--- src/rtl/key_input_port_if.sv ---
// Avalon-MM slave register bus for key_input_port: word address, select,
// active-low write strobe and registered read data.
interface key_input_port_if;
  logic [1:0]  address;
  logic        chipselect;
  logic        write_n;
  logic [31:0] writedata;
  logic [31:0] readdata;

  modport master (
    output address, chipselect, write_n, writedata,
    input  readdata
  );

  modport slave (
    input  address, chipselect, write_n, writedata,
    output readdata
  );
endinterface

--- src/rtl/key_input_port.sv ---
// Debounced key input port with falling-edge capture, irq mask and Avalon-MM
// register access. Define KEY_INPUT_DEBOUNCE_EN to enable the per-bit debounce filter.
module key_input_port #(
  parameter int unsigned WIDTH    = 4,
  parameter int unsigned DB_COUNT = 16
) (
  input  logic             clk,
  input  logic             reset_n,
  key_input_port_if.slave  bus,
  input  logic [WIDTH-1:0] in_port,
  output logic             irq
);

  logic [WIDTH-1:0] sync_1;
  logic [WIDTH-1:0] sync_2;
  logic [WIDTH-1:0] stable;
  logic [WIDTH-1:0] stable_d;
  logic [WIDTH-1:0] edgecapture;
  logic [WIDTH-1:0] irqmask;
  logic [WIDTH-1:0] fall;
  logic [WIDTH-1:0] ec_clr;
  logic [31:0]      rd_mux;
  logic             wr_en;
  logic             unused_wdata;

  assign unused_wdata = ^bus.writedata;

  always_ff @(posedge clk or negedge reset_n) begin
    if (!reset_n) begin
      sync_1 <= '0;
      sync_2 <= '0;
    end else begin
      sync_1 <= in_port;
      sync_2 <= sync_1;
    end
  end

`ifdef KEY_INPUT_DEBOUNCE_EN
  localparam int unsigned CW = $clog2(DB_COUNT);
  localparam logic [CW-1:0] CNT_MAX = CW'(DB_COUNT - 1);

  logic [CW-1:0] db_cnt [WIDTH];

  // A bit only moves once the synchronized level has disagreed with stable
  // for DB_COUNT consecutive cycles; any agreement restarts the count.
  always_ff @(posedge clk or negedge reset_n) begin
    if (!reset_n) begin
      stable <= '0;
      for (int unsigned i = 0; i < WIDTH; i++) db_cnt[i] <= '0;
    end else begin
      for (int unsigned i = 0; i < WIDTH; i++) begin
        if (sync_2[i] == stable[i]) begin
          db_cnt[i] <= '0;
        end else if (db_cnt[i] == CNT_MAX) begin
          stable[i] <= sync_2[i];
          db_cnt[i] <= '0;
        end else begin
          db_cnt[i] <= db_cnt[i] + 1'b1;
        end
      end
    end
  end
`else
  always_ff @(posedge clk or negedge reset_n) begin
    if (!reset_n) stable <= '0;
    else          stable <= sync_2;
  end
`endif

  assign wr_en  = bus.chipselect & ~bus.write_n;
  assign fall   = stable_d & ~stable;
  assign ec_clr = (wr_en && bus.address == 2'd3) ? bus.writedata[WIDTH-1:0] : '0;

  // Set is OR-ed after the clear so a coincident edge wins over write-1-to-clear.
  always_ff @(posedge clk or negedge reset_n) begin
    if (!reset_n) begin
      stable_d    <= '0;
      edgecapture <= '0;
      irqmask     <= '0;
    end else begin
      stable_d    <= stable;
      edgecapture <= (edgecapture & ~ec_clr) | fall;
      if (wr_en && bus.address == 2'd1) irqmask <= bus.writedata[WIDTH-1:0];
    end
  end

  always_comb begin
    rd_mux = '0;
    case (bus.address)
      2'd0:    rd_mux[WIDTH-1:0] = stable;
      2'd1:    rd_mux[WIDTH-1:0] = irqmask;
      2'd3:    rd_mux[WIDTH-1:0] = edgecapture;
      default: rd_mux = '0;
    endcase
  end

  always_ff @(posedge clk or negedge reset_n) begin
    if (!reset_n) bus.readdata <= '0;
    else          bus.readdata <= rd_mux;
  end

  assign irq = |(edgecapture & irqmask);

endmodule

--- src/flat_wrapper.sv ---
// flat-port wrapper written by rule: the top's interface ports become plain ports
module key_input_port_flat 
#(
  parameter int unsigned WIDTH    = 4,
  parameter int unsigned DB_COUNT = 16
)
  (clk, reset_n, in_port, irq, bus_address, bus_chipselect, bus_write_n, bus_writedata, bus_readdata);
  key_input_port_if bus_i ();
  input  logic clk;
  input  logic reset_n;
  input  logic [WIDTH-1:0] in_port;
  output logic irq;
  input wire logic [$bits(bus_i.address)-1:0] bus_address;
  input wire logic [$bits(bus_i.chipselect)-1:0] bus_chipselect;
  input wire logic [$bits(bus_i.write_n)-1:0] bus_write_n;
  input wire logic [$bits(bus_i.writedata)-1:0] bus_writedata;
  output wire logic [$bits(bus_i.readdata)-1:0] bus_readdata;
  assign bus_i.address = bus_address;
  assign bus_i.chipselect = bus_chipselect;
  assign bus_i.write_n = bus_write_n;
  assign bus_i.writedata = bus_writedata;
  assign bus_readdata = bus_i.readdata;
  key_input_port #(.WIDTH(WIDTH), .DB_COUNT(DB_COUNT)) u_core (.clk(clk), .reset_n(reset_n), .bus(bus_i), .in_port(in_port), .irq(irq));
endmodule
--- config.mk ---
export PLATFORM = sky130hd
export DESIGN_NAME = key_input_port_flat
export DESIGN_NICKNAME = d
export VERILOG_FILES = /design/src/rtl/key_input_port_if.sv /design/src/rtl/key_input_port.sv /design/src/flat_wrapper.sv
export SDC_FILE = /design/constraint.sdc
export NUM_CORES = 1
export LEC_CHECK = 0
export CAP_MARGIN = 20
export CORE_ASPECT_RATIO = 0.9
export CORE_UTILIZATION = 36
export CTS_CLUSTER_SIZE = 10
export DETAILED_ROUTE_END_ITERATION = 16
export PLACE_DENSITY = 0.79
export SYNTH_ARGS = -nofsm -noshare
export SYNTH_HDL_FRONTEND = slang
export SYNTH_SLANG_ARGS = --single-unit
--- constraint.sdc ---
create_clock -name clk -period 1.33 [get_ports clk]
set_clock_uncertainty 0.2 [all_clocks]
set_input_delay 0.1995 -clock clk [delete_from_list [all_inputs] [get_ports clk]]
set_output_delay 0.1995 -clock clk [all_outputs]
set_load 0.05 [all_outputs]
==> results of run 1 <==
[critical path, stage by stage, from the launching register on]
cell     delay [ns]
dfrtp_1        0.42
a22oi_2        0.16
nand2_1        0.10
buf_6          0.16
[final cells by class]
type                       count  share of cell area, %
inverter                       8                   2.00
timing repair buffer          30                   21.2
tap                           42                   3.49
sequential                    28                   46.6
clock buffer                   3                   2.75
multi-input combinational     57                   24.0
[worst max-delay path by stage]
stage | slack (ns) | depth (start not counted) | startpoint | to
final | -0.19 | 3 | u_core.irqmask[1] | irq
after global routing | -0.22 | 3 | u_core.irqmask[2] | irq
after CTS | -0.20 | 3 | u_core.irqmask[2] | irq
after detailed placement | -0.36 | 3 | bus_write_n | u_core.irqmask[1]
after global placement | -0.32 | 3 | bus_write_n | u_core.irqmask[2]
after floorplan | 0.06 | 3 | bus_address[1] | u_core.irqmask[0]
[report_power, final]
group	internal (mW)	switching [mW]	leakage, nW
Clock	0.203	0.237	0.0216
Sequential	0.919	0.0489	0.319
Combinational	0.206	0.333	0.410
Total	1.33	0.619	0.751
[through the flow]
stage | std cells | instance area [sq um]
finish | 168 | 1500
global placement | 160 | 1420
global route | 168 | 1500
CTS | 168 | 1490
detailed placement | 160 | 1420
floorplan | 123 | 1310
[cells in the mapped netlist (all sizes together)]
| cell type | number | area share (%) |
|---|---|---|
| buf | 30 | 19 |
| dfrtp | 28 | 58 |
| inv | 8 | 2.5 |
| mux2 | 4 | 5.0 |
| mux2i | 4 | 3.3 |
| nand2b | 4 | 2.1 |
| nand3 | 4 | 1.7 |
| o21ai | 4 | 1.7 |
| o221ai | 4 | 2.9 |
| a22oi | 2 | 1.2 |
| and4b | 1 | 0.83 |
| and4bb | 1 | 1.3 |
| conb | 1 | 0.31 |
| nand2 | 1 | 0.31 |
[layout by cell type (no fill, tap or decap), types with 5 or more instances in the layout]
cell,Yosys,routed
buf_12,0,5
dfrtp_1,28,28
conb_1,1,28
inv_1,8,8
clkdlybuf4s50_1,0,9
buf_4,28,11
[registers in the layout (all words and copies together), names as in the netlist]
register	flops
u_core.stable	4
u_core.bus.readdata	4
u_core.edgecapture	4
u_core.irqmask	4
u_core.sync_2	4
u_core.sync_1	4
u_core.stable_d	4
[what timing repair did]
action,CTS,global route
pin swaps,2,1
resized for setup,5,2
setup buffers,5,0
hold buffers,0,0
endpoints found under the setup margin,9,1
[logic make-up after synthesis]
| kind of cell | count (synthesis) | share of synthesized area, % |
|---|---|---|
| DFF | 28 | 57.8 |
| AOI/OAI and AO/OA | 10 | 5.78 |
| buffers and inverters | 38 | 21.7 |
| and+or+nand+nor | 11 | 6.19 |
| muxes | 8 | 8.26 |
| other | 1 | 0.309 |
[routing by layer]
layer	wire length [microns]	vias up	part of all wire, %	global-route usage, %
met1	788	335	40	12.5
met5	0	-	0	0
li1	-	319	-	-
met3	106	2	5.4	3.80
met4	6	0	0.31	2.60
met2	1050	32	54	20.1
==> flow_summary_export.csv, run 1 <==
group,metric,value,unit
global_routing,grt_max_degree,29,
global_routing,grt_pass1_vias,671,
worst_setup_path,crit_type,"register to primary output",
timing,worst_slack,-0.188,ns
timing,hold_ws,0.0762,ns
cts,cts_root_buf,"clkbuf_8",
timing,report.final.hold_viol_count,0,
min_path,min_path_type,"primary input to asynchronous set/reset pin",
worst_setup_path,worstSetupStartpointType,"register",
synthesis,yosysUniqueCellTypes,15,
timing,period_needed,1.52,ns
synthesis,ys_seq_area_share,57.8,%
synthesis,synth_seq_cells,28,
layout,diodes,0,
status,status,"complete, but fails checks",
timing,slew_viol_final,0,
synthesis,synth_area,1210,sq um
routing,wire_per_inst,11.6,microns
routing,drt_iter0_markers,9,
layout,nets,170,
worst_setup_path,arrival,1.12,ns
timing,fin_crit_sh,114,%
layout,fillers,296,
cts,cts_buffers,3,
worst_setup_path,r2r_end,"u_core.irqmask[1]",
die,io_pins,75,
routing,routed_wl,1950,microns
routing,vias_per_cell,4.10,
die,die_y,57.1,microns
synthesis,avgSynthCellArea,12.6,sq um
layout,multi_input_area,360,sq um
layout,regArea,701,sq um
routing,vias,688,
status,failed_checks,"negative setup slack",
placement,finalWeightedCongestion,0.778,
synthesis,yosys_warnings,0,
layout,layout-drive-gt1-share,21.4,%
routing,first_pass_iters,4,
layout,post-route-util,47.9,%
worst_setup_path,crit_required,0.93,ns
placement,portBuffers,18,
die,core,3140,sq um
worst_setup_path,cp_max_fo,2,
die,dieArea,3600,sq um
power_and_ir_drop,peakVddDrop,0.899,mV
timing,rsz0062_at_grt,"yes",
die,placementRows,19,
cts,tritoncts,"done",
timing,max_freq,0.659,GHz
cts,clk_path_buf_depth,2,
worst_setup_path,rr_worst_depth,2,
routing,drc,0,
worst_setup_path,end_kind,"primary output",
cts,clkLatencyLatePin,0.27,ns
die,die_x,63.2,microns
routing,antenna_left,0,
layout,area_delta_synth_final,24.0,%
power_and_ir_drop,power,1.95,mW
die,initial_core_util,38.6,%
placement,dp.final_hpwl,1430,microns
timing,tns,-0.188,ns
flow_run,cap_violations,0,
global_routing,grt_usage,11.1,%
power_and_ir_drop,leakage,0.751,nW
worst_setup_path,crit-reg2reg-launch,"u_core.irqmask[1]",
cts,htreeDepth,1,
synthesis,syn_inst,96,
global_routing,grt_pass1_wl,3020,microns
worst_setup_path,regToRegSetupSlack,0.19,ns
global_routing,grt-ovfl-total,0,
cts,clkTransAtPathRegs,0.09,ns
global_routing,antenna_found_initial,0,
power_and_ir_drop,cellPowerDensity,1290,nW/um^2
timing,setup_violations,1,
cts,clock_sinks,28,
placement,dp_slack,-0.360,ns
Power figures use the tool's default switching activity.
==> run 2: changes to the inputs <==
--- a/config.mk
+++ b/config.mk
@@ -11,6 +11,7 @@
 export CTS_CLUSTER_SIZE = 10
 export DETAILED_ROUTE_END_ITERATION = 16
 export PLACE_DENSITY = 0.79
+export SKIP_CTS_REPAIR_TIMING = 1
 export SYNTH_ARGS = -nofsm -noshare
 export SYNTH_HDL_FRONTEND = slang
 export SYNTH_SLANG_ARGS = --single-unit
==> constraint.sdc (replaced) <==
create_clock -name clk -period 1.4 [get_ports clk]
set_clock_uncertainty 0.2 [all_clocks]
set_input_delay 0.21 -clock clk [delete_from_list [all_inputs] [get_ports clk]]
set_output_delay 0.21 -clock clk [all_outputs]
set_load 0.05 [all_outputs]
==> flow_summary_export.csv, run 2 (synthesis results as in run 1) <==
group,metric,value,unit
placement,dp_slack,-0.287,ns
timing,rsz0062_at_grt,"yes",
worst_setup_path,crit_required,0.99,ns
power_and_ir_drop,peakVddDrop,0.598,mV
timing,fin_crit_sh,113,%
routing,routed_wl,2020,microns
worst_setup_path,cp_max_fo,3,
die,initial_core_util,38.6,%
worst_setup_path,rr_worst_depth,4,
layout,nets,172,
layout,fillers,285,
worst_setup_path,r2r_end,"u_core.edgecapture[0]",
routing,drt_iter0_markers,7,
worst_setup_path,endpoint,"irq",
layout,fin_area,1560,sq um
routing,vias_per_cell,4.06,
cts,clock_sinks,28,
worst_setup_path,worstSetupStartpointType,"register",
global_routing,grt_pass1_wl,2890,microns
die,die_x,63.2,microns
global_routing,grt-ovfl-total,0,
die,placementRows,19,
power_and_ir_drop,cellPowerDensity,1320,nW/um^2
placement,dp.final_hpwl,1420,microns
global_routing,grt_max_degree,29,
placement,portBuffers,18,
die,dieArea,3600,sq um
status,failed_checks,"negative setup slack",
layout,final-instance-count-excl-fill,171,
cts,tritoncts,"done",
global_routing,antenna_found_initial,0,
die,die_y,57.1,microns
global_routing,grt_pass1_vias,606,
cts,clk_path_buf_depth,2,
layout,diodes,0,
layout,multi_input_area,362,sq um
timing,hold_ws,0.0839,ns
die,io_pins,75,
routing,vias,695,
cts,cts_buffers,3,
timing,period_needed,1.59,ns
cts,clkTransAtPathRegs,0.09,ns
timing,setup_violations,1,
worst_setup_path,crit_path_start,"u_core.irqmask[2]",
routing,antenna_left,0,
timing,slew_viol_final,0,
timing,max_freq,0.630,GHz
placement,dp.cells,159,
status,status,"complete, but fails checks",
layout,layout-drive-gt1-share,24.0,%
flow_run,cap_violations,0,
routing,wire_per_inst,11.8,microns
global_routing,grt_usage,11.3,%
cts,cts_root_buf,"clkbuf_8",
worst_setup_path,end_kind,"primary output",
worst_setup_path,regToRegSetupSlack,0.26,ns
routing,drc,0,
layout,area_delta_synth_final,28.5,%
power_and_ir_drop,power,2.05,mW
layout,regArea,701,sq um
timing,worst_slack,-0.187,ns
routing,first_pass_iters,4,
worst_setup_path,crit-reg2reg-launch,"u_core.edgecapture[0]",
power_and_ir_drop,leakage,0.776,nW
worst_setup_path,crit_type,"register to primary output",
worst_setup_path,arrival,1.18,ns
min_path,min_path_type,"primary input to asynchronous set/reset pin",
die,core,3140,sq um
placement,finalWeightedCongestion,0.787,
placement,placed_area,1410,sq um
layout,final_cell_mix,"conb_1, dfrtp_1, buf_4, clkdlybuf4s50_1, inv_1",
cts,htreeDepth,1,
layout,post-route-util,49.6,%
timing,report.final.hold_viol_count,0,
cts,clkLatencyLatePin,0.27,ns
timing,tns,-0.187,ns
## run 2: critical path, cell delays in order (launching register included)
cell	delay, ns
dfrtp_1	0.42
a22oi_2	0.23
nand2_1	0.10
buf_6	0.16
## run 2: cell type report
| class | instances | area share [%] |
|---|---|---|
| inverter | 8 | 1.93 |
| sequential | 28 | 45.0 |
| clock buffer | 3 | 2.65 |
| tap | 42 | 3.37 |
| clock inverter | 1 | 1.93 |
| multi-input combinational | 57 | 23.2 |
| timing repair buffer | 32 | 21.9 |
## run 2: where the power goes
part           switching, mW  internal (mW)  total, mW
combinational          0.314          0.195      0.509
clock                  0.235          0.382      0.618
sequential            0.0515          0.873      0.924
total                  0.601           1.45       2.05
## run 2: worst min-delay path by stage
stage                           startpoint                      to  slack (ns)  cells past startpoint
final                              reset_n        u_core.sync_1[0]        0.08                      2
after global routing               reset_n        u_core.sync_2[0]        0.09                      2
after CTS                          reset_n        u_core.sync_1[2]        0.08                      2
after detailed placement  u_core.sync_1[3]        u_core.sync_2[3]        0.13                      0
after global placement    u_core.sync_2[0]        u_core.stable[0]        0.13                      0
after floorplan                    reset_n  u_core.bus.readdata[0]       -0.29                      0
## run 2: per-layer routing
| layer | vias to the layer above | track usage, % | share of wire (%) |
|---|---|---|---|
| li1 | 326 | - | - |
| met1 | 332 | 12.7 | 41 |
| met5 | - | 0 | 0 |
| met4 | 0 | 6.82 | 2.1 |
| met3 | 4 | 3.00 | 4.8 |
| met2 | 33 | 19.4 | 52 |
==> run 3: changes to the inputs <==
--- a/config.mk
+++ b/config.mk
@@ -7,6 +7,7 @@
 export LEC_CHECK = 0
 export CAP_MARGIN = 20
 export CORE_ASPECT_RATIO = 0.9
+export CORE_MARGIN = 4
 export CORE_UTILIZATION = 36
 export CTS_CLUSTER_SIZE = 10
 export DETAILED_ROUTE_END_ITERATION = 16
==> flow_summary_export.csv, run 3 (synthesis results as in run 1) <==
group,metric,value,unit
status,status,"complete, but fails checks",
status,failed_checks,"negative setup slack",
worst_setup_path,rr_worst_depth,2,
routing,antenna_left,0,
power_and_ir_drop,power.share.clock,25.8,%
die,die_x,69.2,microns
placement,dp.final_hpwl,1510,microns
layout,nets,166,
routing,drc,0,
min_path,min_path_type,"primary input to asynchronous set/reset pin",
global_routing,grt_pass1_vias,663,
worst_setup_path,slowest_stage,"dfrtp_1",
power_and_ir_drop,switchingPower,0.590,mW
routing,wire_per_inst,12.1,microns
routing,vias_per_cell,4.14,
die,io_pins,75,
routing,drt_iter0_markers,8,
layout,multi_input_area,355,sq um
global_routing,grt_pass1_wl,3150,microns
worst_setup_path,worstSetupStartpointType,"register",
die,initial_core_util,38.6,%
cts,tritoncts,"done",
layout,area_delta_synth_final,22.7,%
global_routing,grt_max_degree,29,
cts,cts_root_buf,"clkbuf_8",
global_routing,grt-ovfl-total,0,
cts,clock_sinks,28,
layout,diodes,0,
routing,vias,683,
power_and_ir_drop,p_int,1.31,mW
layout,fillers,291,
timing,report.final.hold_viol_count,0,
die,dieArea,4360,sq um
timing,hold_ws,0.0768,ns
power_and_ir_drop,peakVddDrop,0.592,mV
die,core,3140,sq um
worst_setup_path,end_kind,"primary output",
worst_setup_path,crit_type,"register to primary output",
worst_setup_path,crit-reg2reg-launch,"u_core.irqmask[2]",
routing,first_pass_iters,4,
die,placementRows,19,
layout,layout-drive-gt1-share,18.7,%
worst_setup_path,crit_required,0.99,ns
timing,period_needed,1.54,ns
cts,cts_buffers,3,
worst_setup_path,max_stage_delay,0.41,ns
cts,htreeDepth,1,
timing,setup_violations,5,
worst_setup_path,arrival,1.13,ns
power_and_ir_drop,leakage,0.734,nW
layout,regArea,701,sq um
worst_setup_path,r2r_end,"u_core.irqmask[2]",
worst_setup_path,cp_max_fo,3,
layout,final_cell_mix,"conb_1, dfrtp_1, clkdlybuf4s50_1, inv_1, buf_4",
cts,clkTransAtPathRegs,0.09,ns
placement,portBuffers,18,
timing,slew_viol_final,0,
global_routing,antenna_found_initial,0,
worst_setup_path,cp_cell_sequence,"a22oi_1, nand2_1, buf_6",
layout,post-route-util,47.4,%
power_and_ir_drop,p_seq_share,48.5,%
timing,worst_slack,-0.137,ns
routing,routed_wl,1990,microns
timing,fin_crit_sh,110,%
power_and_ir_drop,cellPowerDensity,1270,nW/um^2
flow_run,cap_violations,0,
timing,rsz0062_at_grt,"yes",
die,die_y,63.1,microns
placement,finalWeightedCongestion,0.790,
power_and_ir_drop,comb_power_share,25.6,%
cts,clk_path_buf_depth,2,
worst_setup_path,regToRegSetupSlack,0.29,ns
global_routing,grt_usage,9.42,%
timing,max_freq,0.650,GHz
power_and_ir_drop,power.share.switching,31.1,%
cts,clkLatencyLatePin,0.27,ns
-- run 3: how the worst max path moves through the flow --
stage,start,endpoint,slack (ns)
after floorplan,bus_address[1],u_core.irqmask[0],0.12
after global placement,bus_write_n,u_core.irqmask[2],-0.25
after detailed placement,bus_write_n,u_core.irqmask[0],-0.30
after CTS,u_core.edgecapture[2],irq,-0.19
after global routing,u_core.irqmask[0],irq,-0.21
final,u_core.irqmask[0],irq,-0.14
-- run 3: stage by stage --
step	area (sq um)	TNS [ns]	setup WS (ns)	total power [mW]	cells
after floorplan	1310	0	0.122	1.30	123
after global placement	1410	-2.41	-0.254	1.39	159
after detailed placement	1410	-2.74	-0.302	1.40	159
after CTS	1460	-0.195	-0.194	1.90	163
after global routing	1490	-0.207	-0.207	1.99	165
final	1490	-0.169	-0.137	1.90	165
-- run 3: area by class of cell --
cell class	count	area share (%)
inverter	8	2.02
sequential	28	47.1
tap	42	3.53
multi-input combinational	57	23.9
clock buffer	4	3.70
timing repair buffer	26	19.8
-- run 3: worst max-delay path, delay by kind of cell, from the launching register on --
kind	cells	cell delay (ns)
and+or+nand+nor	1	0.10
AOI/OAI and AO/OA	1	0.19
buffers and inverters	1	0.16
DFF	1	0.41
-- run 3: power groups by stage --
stage / sequential, mW / clock [mW] / combinational (mW)
after CTS: 0.920 / 0.511 / 0.468
after detailed placement: 0.936 / 0 / 0.467
after floorplan: 0.963 / 0 / 0.337
final: 0.920 / 0.490 / 0.486
after global placement: 0.933 / 0 / 0.459
after global routing: 0.929 / 0.549 / 0.511
-- run 3: metal layers --
metal | vias up | GRT usage, % | wire length [microns]
met5 | - | 0 | 0
met4 | 0 | 7.07 | 54
met3 | 5 | 3.02 | 195
met2 | 36 | 15.0 | 1010
met1 | 331 | 10.5 | 728
li1 | 311 | - | -
